<file path="config.mk">
export PLATFORM = sky130hd
export DESIGN_NAME = chip_dac_frame_decoder
export DESIGN_NICKNAME = d
export VERILOG_FILES = /design/src/rtl/chip_dac_frame_decoder.sv
export SDC_FILE = /design/constraint.sdc
export NUM_CORES = 1
export LEC_CHECK = 0
export ABC_AREA = 1
export BUFFER_PORTS_ARGS = -buffer_cell sky130_fd_sc_hd__buf_2
export CAP_MARGIN = 20
export CORE_MARGIN = 1.5
export CORE_UTILIZATION = 58
export CTS_BUF_LIST = sky130_fd_sc_hd__clkbuf_16
export DETAILED_ROUTE_END_ITERATION = 10
export HOLD_SLACK_MARGIN = 0.12
export PLACE_DENSITY = 0.78
export SYNTH_ARGS = -nofsm -noshare
export SYNTH_HDL_FRONTEND = slang
export SYNTH_SLANG_ARGS = --single-unit
</file>
<file path="constraint.sdc">
create_clock -name clk_i -period 2.8 [get_ports clk_i]
set_input_delay 0.84 -clock clk_i [delete_from_list [all_inputs] [get_ports clk_i]]
set_output_delay 0.84 -clock clk_i [all_outputs]
set_load 0.005 [all_outputs]
</file>
<file path="src/rtl/chip_dac_frame_decoder.sv">
// Receive-side decoder for the serial DAC-programming pins (chip_rst, chip_clk, chip_data_in).
// Oversamples the pins on the system clock, decodes start / 3-bit address / 8-bit level /
// stop frames (LSB first) and reports each good frame and each error with a one-cycle strobe.
module chip_dac_frame_decoder #(
    parameter int unsigned TIMEOUT_CYCLES = 10000,
    parameter int unsigned TO_W           = 16
) (
    input  logic       clk_i,
    input  logic       rst_i,
    input  logic       chip_rst_i,
    input  logic       chip_clk_i,
    input  logic       chip_data_in_i,
    output logic [2:0] dac_add_o,
    output logic [7:0] dac_level_o,
    output logic       frame_valid_o,
    output logic [7:0] frame_count_o,
    output logic       framing_err_o,
    output logic       timeout_err_o,
    output logic       abort_rst_o,
    output logic       busy_o,
    output logic       chip_in_reset_o
);

    localparam logic [TO_W-1:0] ToLimit = TO_W'(TIMEOUT_CYCLES - 1);
    localparam logic [TO_W-1:0] ToMax   = TO_W'(TIMEOUT_CYCLES);

    typedef enum logic [2:0] {
        StResetHold,
        StIdle,
        StAddr,
        StLevel,
        StStop
    } state_e;

    state_e          state_q, state_d;
    logic            rst_s1_q, rst_s2_q;
    logic            clk_s1_q, clk_s2_q, clk_h_q;
    logic            dat_s1_q, dat_s2_q;
    logic [2:0]      bit_cnt_q, bit_cnt_d;
    logic [2:0]      shift_add_q, shift_add_d;
    logic [7:0]      shift_lvl_q, shift_lvl_d;
    logic [2:0]      dac_add_q, dac_add_d;
    logic [7:0]      dac_level_q, dac_level_d;
    logic [7:0]      frame_count_q, frame_count_d;
    logic [TO_W-1:0] to_q, to_d;
    logic            valid_q, valid_d;
    logic            ferr_q, ferr_d;
    logic            terr_q, terr_d;
    logic            abort_q, abort_d;
    logic            fall;
    logic            busy;

    // Falling edge of the synchronised bit clock; sync flops reset low so no edge fires at reset.
    assign fall = ~clk_s2_q & clk_h_q;

    // State register, synchronisers and datapath registers.
    always_ff @(posedge clk_i or posedge rst_i) begin
        if (rst_i) begin
            state_q       <= StResetHold;
            rst_s1_q      <= 1'b0;
            rst_s2_q      <= 1'b0;
            clk_s1_q      <= 1'b0;
            clk_s2_q      <= 1'b0;
            clk_h_q       <= 1'b0;
            dat_s1_q      <= 1'b0;
            dat_s2_q      <= 1'b0;
            bit_cnt_q     <= '0;
            shift_add_q   <= '0;
            shift_lvl_q   <= '0;
            dac_add_q     <= '0;
            dac_level_q   <= '0;
            frame_count_q <= '0;
            to_q          <= '0;
            valid_q       <= 1'b0;
            ferr_q        <= 1'b0;
            terr_q        <= 1'b0;
            abort_q       <= 1'b0;
        end else begin
            state_q       <= state_d;
            rst_s1_q      <= chip_rst_i;
            rst_s2_q      <= rst_s1_q;
            clk_s1_q      <= chip_clk_i;
            clk_s2_q      <= clk_s1_q;
            clk_h_q       <= clk_s2_q;
            dat_s1_q      <= chip_data_in_i;
            dat_s2_q      <= dat_s1_q;
            bit_cnt_q     <= bit_cnt_d;
            shift_add_q   <= shift_add_d;
            shift_lvl_q   <= shift_lvl_d;
            dac_add_q     <= dac_add_d;
            dac_level_q   <= dac_level_d;
            frame_count_q <= frame_count_d;
            to_q          <= to_d;
            valid_q       <= valid_d;
            ferr_q        <= ferr_d;
            terr_q        <= terr_d;
            abort_q       <= abort_d;
        end
    end

    // Next-state, frame assembly, timeout counter and strobe generation.
    always_comb begin
        state_d       = state_q;
        bit_cnt_d     = bit_cnt_q;
        shift_add_d   = shift_add_q;
        shift_lvl_d   = shift_lvl_q;
        dac_add_d     = dac_add_q;
        dac_level_d   = dac_level_q;
        frame_count_d = frame_count_q;
        valid_d       = 1'b0;
        ferr_d        = 1'b0;
        terr_d        = 1'b0;
        abort_d       = 1'b0;

        // Saturating gap counter; only advances while a frame is in progress.
        to_d = to_q;
        if (fall) begin
            to_d = '0;
        end else if (busy && (to_q != ToMax)) begin
            to_d = to_q + TO_W'(1);
        end

        // chip_rst wins over any bit or timeout in the same cycle.
        if (!rst_s2_q) begin
            state_d = StResetHold;
            abort_d = busy;
        end else if (busy && !fall && (to_q >= ToLimit)) begin
            terr_d  = 1'b1;
            state_d = StIdle;
        end else begin
            unique case (state_q)
                StResetHold: state_d = StIdle;
                StIdle: begin
                    if (fall && !dat_s2_q) begin
                        state_d   = StAddr;
                        bit_cnt_d = '0;
                    end
                end
                StAddr: begin
                    if (fall) begin
                        shift_add_d[bit_cnt_q[1:0]] = dat_s2_q;
                        if (bit_cnt_q == 3'd2) begin
                            state_d   = StLevel;
                            bit_cnt_d = '0;
                        end else begin
                            bit_cnt_d = bit_cnt_q + 3'd1;
                        end
                    end
                end
                StLevel: begin
                    if (fall) begin
                        shift_lvl_d[bit_cnt_q] = dat_s2_q;
                        if (bit_cnt_q == 3'd7) begin
                            state_d = StStop;
                        end else begin
                            bit_cnt_d = bit_cnt_q + 3'd1;
                        end
                    end
                end
                StStop: begin
                    if (fall) begin
                        // A bad stop bit is not reused as a start bit.
                        state_d = StIdle;
                        if (dat_s2_q) begin
                            dac_add_d     = shift_add_q;
                            dac_level_d   = shift_lvl_q;
                            frame_count_d = frame_count_q + 8'd1;
                            valid_d       = 1'b1;
                        end else begin
                            ferr_d = 1'b1;
                        end
                    end
                end
                default: state_d = StResetHold;
            endcase
        end
    end

    // Output decode from registered state.
    always_comb begin
        busy            = (state_q == StAddr) || (state_q == StLevel) || (state_q == StStop);
        busy_o          = busy;
        chip_in_reset_o = (state_q == StResetHold);
        dac_add_o       = dac_add_q;
        dac_level_o     = dac_level_q;
        frame_count_o   = frame_count_q;
        frame_valid_o   = valid_q;
        framing_err_o   = ferr_q;
        timeout_err_o   = terr_q;
        abort_rst_o     = abort_q;
    end

endmodule

</file>
# After elaboration in Yosys (flattened, before gate mapping)
# Index checks and enable logic that the tools add are counted.
dict set report word_totals {
  register_bits 63
  output_inout_bits 25
  elab_cells 101
}
dict set report classes {
  n_addsub 3
  magnitude_cmp 5
  eq_ne 17
  muxes 36
  bitwise 3
  n_reduce_logical 18
}
# operator n
set ops {}
lappend ops {{3-bit 2-to-1 mux} 13}
lappend ops {{16-bit 2-to-1 mux} 2}
lappend ops {{4-bit inequality test, second input constant} 6}
lappend ops {{16-bit by 1-bit adder with 16-bit output, second input constant} 1}
lappend ops {{16-bit by 14-bit greater-or-equal comparator with 1-bit output, second input constant} 1}
lappend ops {{16-bit by 14-bit inequality test with 1-bit output, second input constant} 1}
lappend ops {{1-bit 2-to-1 mux} 15}
lappend ops {{3-bit case mux with 5 select lines} 1}
lappend ops {{3-bit by 2-bit equality test with 1-bit output, second input constant} 3}
lappend ops {{3-bit case mux with 3 select lines} 1}
lappend ops {{8-bit by 1-bit adder with 8-bit output, second input constant} 1}
lappend ops {{8-bit bitwise mux} 1}
lappend ops {{2-bit inequality test, second input constant} 4}
lappend ops {{4-bit AND reduction} 2}
lappend ops {{7-bit AND reduction} 1}
lappend ops {{3-bit equality test, second input constant} 2}
lappend ops {{1-bit logical AND} 6}
lappend ops {{6-bit AND reduction} 1}
lappend ops {{5-bit AND reduction} 1}
lappend ops {{3-bit by 4-bit less-than comparator with 1-bit output, second input constant} 1}
lappend ops {{3-bit by 1-bit adder with 3-bit output, second input constant} 1}
lappend ops {{3-bit bitwise mux} 1}
lappend ops {{1-bit demux with 3-bit select} 1}
lappend ops {{3-bit by 1-bit equality test with 1-bit output, second input constant} 1}
lappend ops {{other kinds (11)} 14}

# Longest topological paths before layout
# Gate-level depths: netlist (run 1).
dict set report logic_depth {
  word_depth 7
  ltp_mapped 11
}

# Least setup slack after synthesis (run 1)
# No wires, ideal clock.
dict set report synth_timing {
  kind {register to output}
  from {register state_q[1]}
  to {output busy_o}
  t_arrival_ns 0.762
  t_required_ns 1.960
  path_slack_ns 1.198
  path_stages_with_launch 4
  path_buffers 0
  path_cell_list {dfrtp_1 > nor2_2 > nand2_1 > nand2_2}
}
dict set report synth_between {
  elab_chain_cells 3
}
# element line
set synth_rtl {}
lappend synth_rtl {{start, declared} 35} ;# state_e state_q, state_d;
lappend synth_rtl {{start signal, assigned} 59} ;# state_q <= StResetHold;
lappend synth_rtl {{start signal, assigned} 79} ;# state_q <= state_d;
lappend synth_rtl {{3-bit by 2-bit equality test with 1-bit output} 181} ;# busy = (state_q == StAddr) || (state_q == StLevel) || (state_q == StStop);
lappend synth_rtl {{1-bit logical OR} 181}
lappend synth_rtl {{1-bit logical OR (*)} 181}
lappend synth_rtl {{end, declared} 20} ;# output logic busy_o,
# Mark *: on every way between the ends. The rest lies on a longest branch, timed or not.

# Worst setup path in the final report (run 1)
# Ends and elaborated chain as after synthesis.

==> metrics.md, run 1 <==
| Metric | Value |
|---|---|
| Worst Tran Pin Value | 0.492 ns |
| Vias in the first global route | 2,528 |
| Pleak | 1.97 nW |
| First DRT Iteration DRCs | 183 |
| Hold buffer count at CTS | 0 |
| IO Port Bufs | 29 |
| Setup TNS | 0 ns |
| Synth Warn # | 0 |
| DR WL met3 | 289 µm |
| Final Max Slew Viols | 0 |
| Worst endpoint required time | 1.96 ns |
| Rows | 26 |
| Synthesized area | 3200 µm² |
| Layout area overhead | 15.1% |
| CP Class | reg -> out |
| Arr. time, crit path | 1.29 ns |
| Total congestion overflow | 0 |
| Core ar. | 5200 µm² |
| Worst path slowest cell | dfrtp_1 |
| M1 WL | 2930 µm |
| Critical path's largest stage delay | 0.45 ns |
| Multi-input gate area | 1420 µm² |
| Max rail drop VDD | 601 µV |
| Buffers plus inverters on the worst setup path | 1 |
| Seq/Total Area, Yosys | 49.2% |
| Final ANT Viol Nets | 0 |
| ANT cells | 0 |
| Final #Nets | 450 |
| Drt drc | 0 |
| Die height | 77.3 µm |
| First-pass GRT wire length | 11,200 µm |
| Hold Violations, Final | 0 |
| Ys async rst share | 100% |
| DP HPWL | 4500 µm |
| Cts repair resizes | 0 |
| Minimum clock period | 2.13 ns |
| Clock skew | 0.00629 ns |
| Drt first pass iters | 5 |
| Crit path launch | state_q[1] |
| Post-DR wirelength/cell | 12.6 µm |
| Fmax achieved | 469 MHz |
| Total number of vias | 2,709 |
| Initial Util | 61.5% |
| Reg area | 1580 µm² |
| Top FF cell, synth | dfrtp_1 |
| Origin of the critical flop-to-flop path | clk_s2_q |
| CTS buffer count | 9 |
| EDFF count, synth | 0 |
| Post-CTS Setup Inserts | 0 |
| H-tree Lvls | 3 |
| Post-synth top area share | 49.2% |
| I/O Pins | 30 |
| Cell Chain, Critical Path | nor2_2, nand2_1, nand2_2, buf_2 |
| Clk buf depth | 2 |
| Main area contributors after synthesis | dfrtp_1 (49%), nand2_1 (16%), nor2_1 (4.6%) |
| Synth cell count leaders | nand2_1 (136), dfrtp_1 (63), nor2_1 (39) |
| Share of cells above drive strength 1 | 13.6% |
| RSZ-0062 raised after global routing | false |
| Highest metal used | met4 |
| Setup slack, reg-to-reg | 0.82 ns |
| Cell family with most CP delay | flip-flops |
| WP depth | 4 |
| Worst-path clk slew | 0.05 ns |
| Clock latency on the worst-skew pair | 0.33 ns |
| Die width | 77.3 µm |
| Max_slew headroom | 67.2% |
| Worst hold path class | reg -> reg |
| Max cap viols | 0 |
| #FFs+latches synth | 63 |
| Yosys cell types | 28 |
| CP Capture Point | busy_o |
| Pwr dens | 694 nW/µm² |
| Syn Area/Cell | 7.94 µm² |
| Final Cycle Share | 76.1% |
| Initial antenna violation count | 0 |
| Sink Count | 63 |
| Placed inst area | 3410 µm² |
| FILL cells | 430 |
| Syn nets | 416 |
| Die ar. | 5980 µm² |
| CTS tree | built |
| GRT Util Overall | 23.9% |
| Status | complete, no violations |
| Largest net degree at the start of global routing | 64 |
| CTS Root Cell | clkbuf_16 |
| Pwr Total | 0.00256 W |
| Setup violations, final | 0 |
| Yosys top cell by area | dfrtp_1 |
| Synth Instances | 403 |
| Worst R2R End | dac_level_o[0] |
| WL met2 | 3070 µm |
| Final wirelength | 6420 µm |
| Reg2reg path depth | 8 |
| Final Wtd Congestion | 0.928 |
| Critical path endpoint category | output pin |
| Critical Path Start Type | register |
| Max FO, Critical Path | 7 |
| Final instance area | 3690 µm² |
| Top-count cell post-synth | nand2_1 |
| Vias per cell | 5.30 |
layer usage:
| metal | up-vias | GRT usage [%] |
|---|---|---|
| met3 | 15 | 8.33 |
| met1 | 1271 | 30.6 |
| met2 | 67 | 36.9 |
| met4 | 0 | 10.2 |
| met5 | - | 0 |
| li1 | 1356 | - |
how the worst min path moves through the flow:
stage / cells after the start / from / end / slack, ns
finish: 0 / dat_s1_q / dat_s2_q / 0.35
global route: 0 / rst_s1_q / rst_s2_q / 0.35
CTS: 0 / rst_s1_q / rst_s2_q / 0.35
detailed placement: 0 / dat_s1_q / dat_s2_q / 0.34
global placement: 0 / rst_s1_q / rst_s2_q / 0.33
floorplan: 0 / clk_s1_q / clk_s2_q / 0.33
flip-flops by register name (all words and copies together) (netlist names), 3 cells and up:
register / count
state_q: 3
dac_add_o: 3
shift_lvl_q: 8
bit_cnt_q: 3
dac_level_o: 8
shift_add_q: 3
to_q: 16
frame_count_o: 8
area by class of cell:
| class | instances | area share (%) |
|---|---|---|
| Sequential cell | 63 | 42.8 |
| Multi-Input combinational cell | 291 | 38.4 |
| Clock buffer | 9 | 6.11 |
| Timing Repair Buffer | 31 | 4.68 |
| Inverter | 41 | 4.21 |
| Tap cell | 70 | 2.38 |
| Clock inverter | 6 | 1.46 |
through the flow:
| stage | hold WS (ns) | utilization, % | std cells | worst slack [ns] |
|---|---|---|---|---|
| final | 0.349 | 70.8 | 511 | 0.669 |
| after CTS | 0.353 | 70.8 | 511 | 0.669 |
| after global placement | 0.333 | 65.5 | 496 | 0.924 |
| after detailed placement | 0.341 | 65.5 | 496 | 0.796 |
| after floorplan | 0.331 | - | 403 | 0.390 |
| after global routing | 0.355 | 70.8 | 511 | 0.577 |
worst reg2reg max path: stages (launching register included):
cell and delay, ns:
dfrtp_1 0.39, inv_1 0.11, nand2_2 0.21, clkinv_2 0.17, nand3_1 0.09, nor2_2 0.40
inv_1 0.31, nand2_1 0.13, nand2_1 0.06
power by group:
| part | switching (W) | leakage, nW | internal, W | total [W] |
|---|---|---|---|---|
| registers | 0.0000728 | 0.859 | 0.000974 | 0.00105 |
| clock network | 0.000377 | 0.138 | 0.000671 | 0.00105 |
| logic | 0.000316 | 0.969 | 0.000146 | 0.000463 |
cell usage in the layout, fill, tap and decap left out, drive strengths merged:
cell type,n
and2,1
dfrtp,63
nand2,139
a31oi,3
clkbuf,9
nor2,48
nand4,18
clkinv,4
xor2,12
clkinvlp,1
xnor2,1
or2,1
ha,8
bufinv,1
inv,41
o21ai,21
a21boi,1
o21bai,1
a21oi,8
buf,31
nor3,1
nand3,28
logic make-up (layout without fill, tap and decap cells):
logic type / Yosys count / count (layout) / synth area share, %
DFF: 63 / 63 / 49.2
and+or+nand+nor: 236 / 236 / 31.9
adders and majority gates: 8 / 8 / 3.13
xor gates and xnor gates: 13 / 13 / 3.56
buffers and inverters: 49 / 87 / 6.56
AOI/OAI and AO/OA: 34 / 34 / 5.59
No activity file was read; power rests on OpenSTA's default activity.
==> run 2, diff against run 1 <==
--- a/config.mk
+++ b/config.mk
@@ -5,7 +5,7 @@
 export SDC_FILE = /design/constraint.sdc
 export NUM_CORES = 1
 export LEC_CHECK = 0
-export ABC_AREA = 1
+export ABC_AREA = 0
 export BUFFER_PORTS_ARGS = -buffer_cell sky130_fd_sc_hd__buf_2
 export CAP_MARGIN = 20
 export CORE_MARGIN = 1.5
@@ -13,7 +13,7 @@
 export CTS_BUF_LIST = sky130_fd_sc_hd__clkbuf_16
 export DETAILED_ROUTE_END_ITERATION = 10
 export HOLD_SLACK_MARGIN = 0.12
-export PLACE_DENSITY = 0.78
+export PLACE_DENSITY = 0.79
 export SYNTH_ARGS = -nofsm -noshare
 export SYNTH_HDL_FRONTEND = slang
 export SYNTH_SLANG_ARGS = --single-unit
==> constraint.sdc (replaced) <==
create_clock -name clk_i -period 2.2 [get_ports clk_i]
set_input_delay 0.66 -clock clk_i [delete_from_list [all_inputs] [get_ports clk_i]]
set_output_delay 0.66 -clock clk_i [all_outputs]
set_load 0.005 [all_outputs]
==> metrics.md, run 2 <==
| Metric | Value |
|---|---|
| Final Max Slew Viols | 0 |
| Minimum clock period | 2.13 ns |
| Main area contributors after synthesis | dfrtp_1 (53%), nand2_1 (7.2%), mux2_2 (4.2%) |
| Clk buf depth | 2 |
| Origin of the critical flop-to-flop path | state_q[1] |
| Pre-CTS setup slack | 0.236 ns |
| Vias per cell | 5.68 |
| Buffers plus inverters on the worst setup path | 2 |
| Final ANT Viol Nets | 0 |
| Pwr dens | 748 nW/µm² |
| Rows | 25 |
| Pwr Total | 0.00266 W |
| Max rail drop VDD | 649 µV |
| WHS Path Cells | 0 |
| Total number of vias | 2,291 |
| Cell family with most CP delay | flip-flops |
| Max cap viols | 0 |
| Hold Slack | 0.349 ns |
| Final #Nets | 345 |
| Pleak | 1.79 nW |
| Yosys top cell by area | dfrtp_1 |
| IO Port Bufs | 29 |
| Top FF cell, synth | dfrtp_1 |
| Max_slew headroom | 59.4% |
| Synth cell count leaders | dfrtp_1 (63), nand2_1 (57), nor2_1 (16) |
| Critical hold path startpoint | clk_s1_q |
| First DRT Iteration DRCs | 194 |
| Final Util | 73.7% |
| Post-DR wirelength/cell | 15.6 µm |
| Drt first pass iters | 5 |
| Number of flip-flops under the largest register name | 16 |
| Total congestion overflow | 0 |
| DP HPWL | 4130 µm |
| CP Class | reg -> out |
| Hold Path Sink | clk_s2_q |
| FILL cells | 358 |
| GRT Util Overall | 25.8% |
| Setup TNS | 0 ns |
| Worst endpoint required time | 1.54 ns |
| Critical path's largest stage delay | 0.46 ns |
| Commonest non-fill, non-tap cell in the layout | dfrtp_1 |
| Status | complete, no violations |
| Reg2reg path depth | 5 |
| Worst setup margin | 0.0700 ns |
| CTS tree | built |
| Die height | 74.6 µm |
| First-pass GRT wire length | 10,600 µm |
| Die width | 74.6 µm |
| Cell Chain, Critical Path | and2b_2, nor2_4, inv_1, buf_2 |
| Top-count cell post-synth | dfrtp_1 |
| Reg area | 1580 µm² |
| Critical Path Start Type | register |
| Seq/Total Area, Yosys | 53.1% |
| Setup violations, final | 0 |
| I/O Pins | 30 |
| Largest net degree at the start of global routing | 26 |
| Ys async rst share | 100% |
| Most frequent cells in the layout | dfrtp_1 (61), nand2_1 (57), buf_2 (29), nor2_1 (15) |
| Setup slack, reg-to-reg | 0.22 ns |
| Hold buffer count at CTS | 0 |
| Worst Tran Pin Value | 0.607 ns |
| Yosys cell types | 46 |
| Worst-path clk slew | 0.05 ns |
| EDFF count, synth | 0 |
| Largest register by flop count | to_q |
| #FFs+latches synth | 63 |
| Final wirelength | 6280 µm |
| Worst hold path class | reg -> reg |
| Initial Util | 61.6% |
| CTS buffer count | 9 |
| Worst R2R End | frame_count_o[4] |
| Core ar. | 4820 µm² |
| Clock latency on the worst-skew pair | 0.32 ns |
| RSZ-0062 raised after global routing | false |
| Worst path slowest cell | dfrtp_2 |
| Multi-input gate area | 1310 µm² |
| Syn Area/Cell | 10.2 µm² |
| Initial antenna violation count | 0 |
| H-tree Lvls | 3 |
| Clock skew | 0.00615 ns |
| Layout area overhead | 19.6% |
| Final Wtd Congestion | 0.902 |
| CTS Root Cell | clkbuf_16 |
| Fmax achieved | 469 MHz |
| Final Cycle Share | 96.8% |
| Synth Instances | 292 |
| Synthesized area | 2970 µm² |
| Hold Violations, Final | 0 |
| Share of cells above drive strength 1 | 22.3% |
| Synth Warn # | 0 |
| Post-synth top area share | 53.1% |
| Syn nets | 305 |
| Die ar. | 5560 µm² |
| Max FO, Critical Path | 9 |
| ANT cells | 0 |
| Arr. time, crit path | 1.47 ns |
| Sink Count | 63 |
| Vias in the first global route | 2,274 |
| Critical path endpoint category | output pin |
| Drt drc | 0 |
[run 2: kinds of logic after synthesis]
kind of cell | Yosys count | share of synthesized area [%]
compound gates | 39 | 9.02
flops | 63 | 53.1
buf+inv | 22 | 3.12
simple gates | 133 | 22.3
xor+xnor | 12 | 3.54
fa+ha+maj | 8 | 3.37
mux | 15 | 5.52
[run 2: metrics by stage]
stage          cell area (µm²)  instances
3_5_place_dp              3250        388
4_1_cts                   3550        403
6_report                  3550        403
5_1_grt                   3550        403
3_3_place_gp              3250        388
2_1_floorplan             2970        292
[run 2: worst register-to-register path, delay by kind of cell, from the launching register on]
kind / cells / cell delay, ns
and+or+nand+nor: 3 / 1.10
xor gates and xnor gates: 1 / 0.15
buffers and inverters: 1 / 0.16
DFF: 1 / 0.46
[run 2: worst max path at each step]
stage          startpoint                to  slack, ns  cells past startpoint
6_report       state_q[1]            busy_o       0.07                      4
5_1_grt        state_q[1]            busy_o       0.01                      4
4_1_cts        state_q[1]            busy_o       0.04                      4
3_5_place_dp   state_q[1]            busy_o       0.24                      4
3_3_place_gp   state_q[2]            busy_o       0.24                      4
2_1_floorplan  state_q[2]  frame_count_o[7]       0.32                      6
[run 2: power by group]
part           internal (W)  switching, W  leakage (nW)
sequential          0.00118     0.0000310         0.856
clock              0.000855      0.000471         0.144
combinational     0.0000435     0.0000748         0.793
[run 2: routing by layer]
| layer | up-vias | track usage [%] | part of all wire, % |
|---|---|---|---|
| li1 | 1109 | - | - |
| met1 | 1096 | 32.9 | 44 |
| met2 | 75 | 41.9 | 49 |
| met3 | 11 | 7.45 | 5.2 |
| met4 | 0 | 9.70 | 1.5 |
| met5 | - | 0 | 0 |
[run 2: area by class of cell]
cell class | count | area share [%]
flip-flops and latches | 63 | 44.5
clock buffers | 9 | 6.34
clock inverters | 6 | 1.55
inverters | 12 | 1.37
repair buffers | 39 | 6.91
well taps | 67 | 2.36
multi-input cells | 207 | 37.0
[run 2: what timing repair did]
action | in CTS | in global routing
endpoints found under the hold margin | 0 | 0
buffers inserted | 0 | 0
gates cloned | 0 | 0
setup endpoints to repair | 1 | 1
gates resized for setup | 3 | 3
==> run 3, diff against run 2 <==
--- a/config.mk
+++ b/config.mk
@@ -8,12 +8,14 @@
 export ABC_AREA = 0
 export BUFFER_PORTS_ARGS = -buffer_cell sky130_fd_sc_hd__buf_2
 export CAP_MARGIN = 20
+export CELL_PAD_IN_SITES_DETAIL_PLACEMENT = 1
+export CELL_PAD_IN_SITES_GLOBAL_PLACEMENT = 2
 export CORE_MARGIN = 1.5
-export CORE_UTILIZATION = 58
+export CORE_UTILIZATION = 40
 export CTS_BUF_LIST = sky130_fd_sc_hd__clkbuf_16
 export DETAILED_ROUTE_END_ITERATION = 10
 export HOLD_SLACK_MARGIN = 0.12
-export PLACE_DENSITY = 0.79
+export PLACE_DENSITY = 0.83
 export SYNTH_ARGS = -nofsm -noshare
 export SYNTH_HDL_FRONTEND = slang
 export SYNTH_SLANG_ARGS = --single-unit
==> constraint.sdc (replaced) <==
create_clock -name clk_i -period 2.7 [get_ports clk_i]
set_input_delay 0.81 -clock clk_i [delete_from_list [all_inputs] [get_ports clk_i]]
set_output_delay 0.81 -clock clk_i [all_outputs]
set_load 0.005 [all_outputs]
==> metrics.md, run 3 (same netlist as run 2, synthesis figures left out) <==
| Metric | Value |
|---|---|
| I/O Pins | 30 |
| Final #Nets | 339 |
| ANT cells | 0 |
| Final ANT Viol Nets | 0 |
| Pleak | 1.76 nW |
| H-tree Lvls | 3 |
| Share of cells above drive strength 1 | 20.2% |
| Cell Chain, Critical Path | and2b_1, nor2_1, inv_1, buf_2 |
| Final Cycle Share | 92.8% |
| Initial antenna violation count | 0 |
| Max rail drop VDD | 318 µV |
| CTS buffer count | 9 |
| Vias per cell | 5.25 |
| First DRT Iteration DRCs | 46 |
| Gate power share | 3.9% |
| CTS tree | built |
| Final Max Slew Viols | 0 |
| Setup TNS | 0 ns |
| Layout area overhead | 18.9% |
| Die width | 89.2 µm |
| Worst Tran Pin Value | 0.681 ns |
| Sequential share of power | 44.7% |
| Clock skew | 0.00566 ns |
| Drt first pass iters | 4 |
| Internal power | 0.00171 W |
| Critical Path Start Type | register |
| Rows | 31 |
| Largest net degree at the start of global routing | 64 |
| Max cap viols | 0 |
| Worst path slowest cell | dfrtp_1 |
| Pre-CTS setup slack | 0.568 ns |
| Number of flip-flops under the largest register name | 16 |
| RSZ-0062 raised after global routing | false |
| Switching Share | 23.1% |
| Hold buffer count at CTS | 0 |
| Multi-input gate area | 1300 µm² |
| Minimum clock period | 2.51 ns |
| Die ar. | 7950 µm² |
| Worst-path clk slew | 0.06 ns |
| Most frequent cells in the layout | dfrtp_1 (63), nand2_1 (57), buf_2 (29), nor2_1 (16) |
| Drt drc | 0 |
| Critical path's largest stage delay | 0.51 ns |
| Total congestion overflow | 0 |
| DP HPWL | 4610 µm |
| Critical path endpoint category | output pin |
| Core ar. | 7210 µm² |
| Setup violations, final | 0 |
| Pwr Total | 0.00222 W |
| Status | complete, no violations |
| Max FO, Critical Path | 13 |
| Clk buf depth | 2 |
| Sink Count | 63 |
| Reg area | 1580 µm² |
| Hold Violations, Final | 0 |
| Commonest non-fill, non-tap cell in the layout | dfrtp_1 |
| Net Sw Power | 0.000512 W |
| Pwr dens | 628 nW/µm² |
| Worst hold path class | reg -> reg |
| CTS Root Cell | clkbuf_16 |
| Total number of vias | 2,259 |
| Post-CTS Setup Inserts | 0 |
| Hold Slack | 0.346 ns |
| CP Class | reg -> out |
| Cts repair resizes | 0 |
| Final wirelength | 6800 µm |
| GRT Util Overall | 19.4% |
| Worst setup margin | 0.194 ns |
| IO Port Bufs | 29 |
| Arr. time, crit path | 1.70 ns |
| Final Wtd Congestion | 0.755 |
| Post-DR wirelength/cell | 15.8 µm |
| First-pass GRT wire length | 11,500 µm |
| Power share of the clock group | 51.5% |
| Vias in the first global route | 2,331 |
| Initial Util | 41.2% |
| FILL cells | 826 |
| Fmax achieved | 399 MHz |
| Die height | 89.2 µm |
| Worst endpoint required time | 1.89 ns |
| Largest register by flop count | to_q |
| Max_slew headroom | 54.5% |
| Clock latency on the worst-skew pair | 0.33 ns |
[run 3: cell count changes in the layout (fill, tap and decap cells not counted), sizes merged]
cell / change
buf: -6
clkinv: +1
[run 3: worst paths after layout]
check	from	cells past startpoint	to	slack [ns]
max	state_q[1]	4	busy_o	0.19
min	clk_s1_q	0	clk_s2_q	0.35
max reg2reg	state_q[1]	5	frame_count_o[4]	0.57
min reg2reg	clk_s1_q	0	clk_s2_q	0.35
max in group asynchronous	rst_i	3	dac_level_o[1]	1.89
min in group asynchronous	rst_i	3	dac_add_o[1]	0.54
[run 3: power groups by stage]
stage	clock, W	sequential, W	combinational, W
2_1_floorplan	0	0.000994	0.0000641
3_3_place_gp	0	0.00101	0.0000865
3_5_place_dp	0	0.00101	0.0000884
4_1_cts	0.00117	0.000991	0.0000883
5_1_grt	0.00121	0.000995	0.0000985
6_report	0.00114	0.000991	0.0000856
[run 3: area by class of cell]
| type | instances | share of cell area (%) |
|---|---|---|
| tap | 99 | 3.51 |
| clock inverter | 7 | 2.06 |
| multi-input combinational | 207 | 36.8 |
| sequential | 63 | 44.6 |
| timing repair buffer | 33 | 5.32 |
| clock buffer | 9 | 6.38 |
| inverter | 12 | 1.28 |
[run 3: worst max-delay path, delay by kind of cell (launching register included)]
kind	cells	cell delay, ns
buffers and inverters	2	0.30
flip-flops	1	0.51
AND/OR/NAND/NOR	2	0.56
[run 3: metrics by stage]
step | utilization, % | area [µm²] | instances
3_3_place_gp | 44.8 | 3230 | 414
3_5_place_dp | 44.8 | 3230 | 414
6_report | 48.9 | 3530 | 430
2_1_floorplan | - | 2970 | 292
4_1_cts | 48.9 | 3530 | 430
5_1_grt | 48.9 | 3530 | 430
[run 3: routing by layer]
layer  vias to the layer above  GRT usage, %  share of wire, %
met5                         -             0                 0
met4                         0          8.39               1.3
met3                         8          4.99               2.9
met2                        32          34.0                51
met1                      1126          22.5                44
li1                       1093             -                 -
